===== src/rtl/shift_count_reg_pc.sv =====
// Multi-mode WIDTH-bit register: hold, load, shift, rotate, increment and
// decrement. C is an asynchronous clear. P is a synchronous preset.
// wrap pulses for one cycle after a count crosses the all-ones/zero boundary.
module shift_count_reg_pc #(
  parameter int              WIDTH      = 8,
  parameter logic [WIDTH-1:0] PRESET_VAL = {WIDTH{1'b1}}
) (
  input  logic             clk,
  input  logic             C,
  input  logic             P,
  input  logic             en,
  input  logic [2:0]       mode,
  input  logic [WIDTH-1:0] d,
  input  logic             sin_l,
  input  logic             sin_r,
  output logic [WIDTH-1:0] Q,
  output logic             sout_l,
  output logic             sout_r,
  output logic             zero,
  output logic             wrap
);

  // Mode encodings. All eight codes are defined, so there is no illegal mode.
  localparam logic [2:0] MODE_HOLD = 3'b000;
  localparam logic [2:0] MODE_LOAD = 3'b001;
  localparam logic [2:0] MODE_SHL  = 3'b010;
  localparam logic [2:0] MODE_SHR  = 3'b011;
  localparam logic [2:0] MODE_ROL  = 3'b100;
  localparam logic [2:0] MODE_ROR  = 3'b101;
  localparam logic [2:0] MODE_INC  = 3'b110;
  localparam logic [2:0] MODE_DEC  = 3'b111;

  localparam logic [WIDTH-1:0] ONE = {{(WIDTH-1){1'b0}}, 1'b1};

  logic [WIDTH-1:0] op_q;
  logic             op_wrap;

  // Result of the selected mode operation, used only when en=1 and P=0.
  always_comb begin
    op_q    = Q;
    op_wrap = 1'b0;
    case (mode)
      MODE_HOLD: op_q = Q;
      MODE_LOAD: op_q = d;
      MODE_SHL:  op_q = {Q[WIDTH-2:0], sin_l};
      MODE_SHR:  op_q = {sin_r, Q[WIDTH-1:1]};
      MODE_ROL:  op_q = {Q[WIDTH-2:0], Q[WIDTH-1]};
      MODE_ROR:  op_q = {Q[0], Q[WIDTH-1:1]};
      MODE_INC: begin
        op_q    = Q + ONE;
        op_wrap = &Q;
      end
      MODE_DEC: begin
        op_q    = Q - ONE;
        op_wrap = ~|Q;
      end
      default: begin
        op_q    = Q;
        op_wrap = 1'b0;
      end
    endcase
  end

  // Register update: clear beats preset, preset beats enable, otherwise hold.
  always_ff @(posedge clk or posedge C) begin
    if (C) begin
      Q    <= '0;
      wrap <= 1'b0;
    end else if (P) begin
      Q    <= PRESET_VAL;
      wrap <= 1'b0;
    end else if (en) begin
      Q    <= op_q;
      wrap <= op_wrap;
    end else begin
      wrap <= 1'b0;
    end
  end

  // Serial outputs and zero flag track Q in the same cycle.
  always_comb begin
    sout_l = Q[WIDTH-1];
    sout_r = Q[0];
    zero   = (Q == '0);
  end

endmodule


===== config.mk =====
export PLATFORM = sky130hd
export DESIGN_NAME = shift_count_reg_pc
export DESIGN_NICKNAME = d
export VERILOG_FILES = /design/src/rtl/shift_count_reg_pc.sv
export SDC_FILE = /design/constraint.sdc
export NUM_CORES = 1
export LEC_CHECK = 0
export CORE_MARGIN = 1.5
export CORE_UTILIZATION = 50
export CTS_BUF_LIST = sky130_fd_sc_hd__clkbuf_8
export DETAILED_ROUTE_END_ITERATION = 6
export PLACE_DENSITY = 0.82
export SYNTH_ARGS = -nofsm -noshare
export SYNTH_HDL_FRONTEND = slang
export SYNTH_SLANG_ARGS = --single-unit

===== constraint.sdc =====
create_clock -name clk -period 2.9 [get_ports clk]
set_clock_uncertainty 0.15 [all_clocks]
set_input_delay 0.29 -clock clk [delete_from_list [all_inputs] [get_ports clk]]
set_output_delay 0.29 -clock clk [all_outputs]
set_load 0.01 [all_outputs]

==> impl_metrics.toml <==
[timing]
finalCritPeriodShare = 0.910
slew_headroom = 0.722
fin_crit_ps = 2640
max_freq_mhz = 379
finalSetupViolCount = 0
worst_pin_slew_ps = 407
maxSlewViolCount = 0
setup_tns_ps = 0
rsz0062_at_grt = "no"
setup_slack_ps = 260
hold_viol_final = 0

[power_and_ir_drop]
switching_share = 0.342
pwr-share-clk = 0.298
p_leak_uw = 0.000540
p_int_uw = 330
p_sw_uw = 172
power_frac_comb = 0.386
cellPowerDensity_mw_per_mm2 = 360
vdd_ir_drop_max_mv = 0.228
seq_power_share = 0.317

[synth]
synth_edf_count = 0
syn_avg_cell_area_sq_um = 8.05
async_reset_ff_frac = 1.00
seq_area_frac_synth = 0.209
synth_ff_type = "dfrtp_1"
syn_inst = 134
syn_area_sq_mm = 0.00108
ys_ff_latch = 9
yosys_warnings = 0
synth.distinct_cells = 52
syn-num-nets = 152

[cells_and_area]
design_area_sq_mm = 0.00140
area_growth_pct = 29.4
fin_cells = 183
nets = 175
final_common_cell = "clkdlybuf4s50_1"
register_area_sq_um = 225
final_cell_mix = "clkdlybuf4s50_1 (28), dfrtp_1 (9), nor2_1 (9)"
drive_gt1_frac = 0.115
insertedDiodeCount = 0
multiInputGateArea_sq_um = 743
num-fill-cells = 177

[worst_setup_path]
critPathSlowestCell = "dfrtp_1"
cp_max_fo = 13
startpoint = "Q[1]$_DFFE_PP0P_"
cpLargestDelayFamily = "simple AND/OR/NAND/NOR gates"
critPathRequiredTime_ps = 2460
startpoint_type = "flip-flop"
path_class = "flip-flop to output port"
crit_top_cell = "or3_1"
crit_path_max_incr_delay_ps = 540
r2r-start = "Q[1]$_DFFE_PP0P_"
r2r-end = "Q[4]$_DFFE_PP0P_"
cp_num_buf_inv = 1
end_kind = "output port"
reg2reg_depth = 7
arrival_ps = 2200
crit_chain = "or3_1 -> or3_1 -> nor2_1 -> clkdlybuf4s50_1"
r2r_setup_slack_ps = 400

[routing]
avgViaCountPerCell = 6.38
first_pass_iters = 4
routed_wl_mm = 3.13
route.detailed.drc = 0
via_count = 1167
detail-route-antenna-nets = 0
wire_per_inst_um = 17.1
drt_iter0_drc = 48

[status]
status = "completed"

[global_route]
grt_max_degree = 29
grt_pass1_vias = 1147
grtUsageTotal = 0.284
grt_first_pass_wirelength_mm = 5.33
grt-ovfl-total = 0
antenna_found_initial = 0

[clock_network]
cts_resized = 0
cts_htree_levels = 1
hold_buffers = 0
cts_setup_buffers = 0
cts_buffers = 3
clk_path_buf_depth = 2
cts_num_sinks = 9
cts_root_buffer = "clkbuf_8"
cts.clk_slew.worst_paths_ps = 50
cts_tree = "built"
insertion_delay_ps = 240

[placed_design]
dp_hpwl_mm = 2.13
dp_slack_ps = 92.8
place_congestion = 0.900
placed_area_sq_mm = 0.00135
place_inst = 179
portBuffers = 28

[die]
io_pins = 29
die_h_um = 49.4
initial_core_util = 0.539
core_sq_mm = 0.00200
rows = 16
chipWidth_um = 49.4
fp.dieArea_sq_mm = 0.00244

[run]
drv_cap = 0

[min_path]
hp-class = "primary input to async pin"
==> per-layer routing <==
metal	track usage	wire [um]	vias to the layer above
met3	0.0245	301	8
met2	0.495	1560	76
met5	0	0	-
met4	0.106	57	0
met1	0.361	1210	530
li1	-	-	553
==> metrics by stage <==
| step | power, uW | util | hold slack, ps |
|---|---|---|---|
| floorplan | 281 | - | -32.1 |
| global route | 529 | 0.697 | 268 |
| detailed placement | 350 | 0.674 | 451 |
| CTS | 501 | 0.697 | 206 |
| finish | 502 | 0.697 | 196 |
| global placement | 345 | 0.674 | 444 |
==> worst max path at each step <==
stage / to / slack, ps / cells past startpoint
2_1_floorplan: Q[6]$_DFFE_PP0P_ / 510 / 9
3_3_place_gp: Q[6]$_DFFE_PP0P_ / 160 / 9
3_5_place_dp: Q[6]$_DFFE_PP0P_ / 90 / 9
4_1_cts: zero / 260 / 4
5_1_grt: zero / 150 / 4
6_report: zero / 260 / 4
==> kinds of logic (layout without fill, tap and decap cells) <==
logic type      count (synthesis)  in the layout  share of synthesized area
xor+xnor                        3              3                     0.0244
simple gates                   45             45                      0.246
fa+ha+maj                       1              1                     0.0116
mux                             9              9                     0.0870
compound gates                 46             46                      0.320
flops                           9              9                      0.209
buf+inv                        21             43                      0.102
==> power groups by stage <==
stage          Clock, uW  Combinational (uW)  Sequential (uW)
2_1_floorplan          0                 133              148
5_1_grt              156                 211              162
6_report             149                 194              159
4_1_cts              151                 192              158
3_3_place_gp           0                 185              159
3_5_place_dp           0                 190              160
==> layout make-up <==
class | instances | share of cell area
Inverter | 4 | 0.0108
Timing Repair Buffer | 35 | 0.239
Tap cell | 27 | 0.0242
Multi-Input combinational cell | 104 | 0.533
Sequential cell | 9 | 0.161
Clock inverter | 1 | 0.00269
Clock buffer | 3 | 0.0296
==> cell usage after synthesis, types with 2 or more instances <==
cell / number / share of area
a21o_1: 4 / 0.028
a21oi_1: 5 / 0.023
a221oi_1: 2 / 0.016
a31oi_1: 2 / 0.012
and4_1: 2 / 0.016
buf_2: 7 / 0.032
buf_4: 4 / 0.028
clkbuf_1: 5 / 0.017
dfrtp_1: 9 / 0.21
inv_1: 4 / 0.014
mux2_2: 3 / 0.031
mux2i_1: 6 / 0.056
nand2_1: 5 / 0.017
nand2b_1: 5 / 0.029
nand3_1: 3 / 0.014
nand4b_1: 2 / 0.016
nor2_1: 9 / 0.031
nor2b_1: 4 / 0.023
nor3_1: 2 / 0.0093
nor3b_1: 2 / 0.014
o211ai_1: 4 / 0.028
o21a_1: 2 / 0.014
o21ai_0: 7 / 0.032
o221ai_1: 2 / 0.016
o32a_1: 2 / 0.019
or2_2: 2 / 0.012
or3_1: 4 / 0.023
xnor2_1: 2 / 0.016
==> state kept, by name, indices dropped and copies added, names as in the netlist <==
signal / flops
wrap: 1
Q: 8
(Power assumes the default switching activity.)
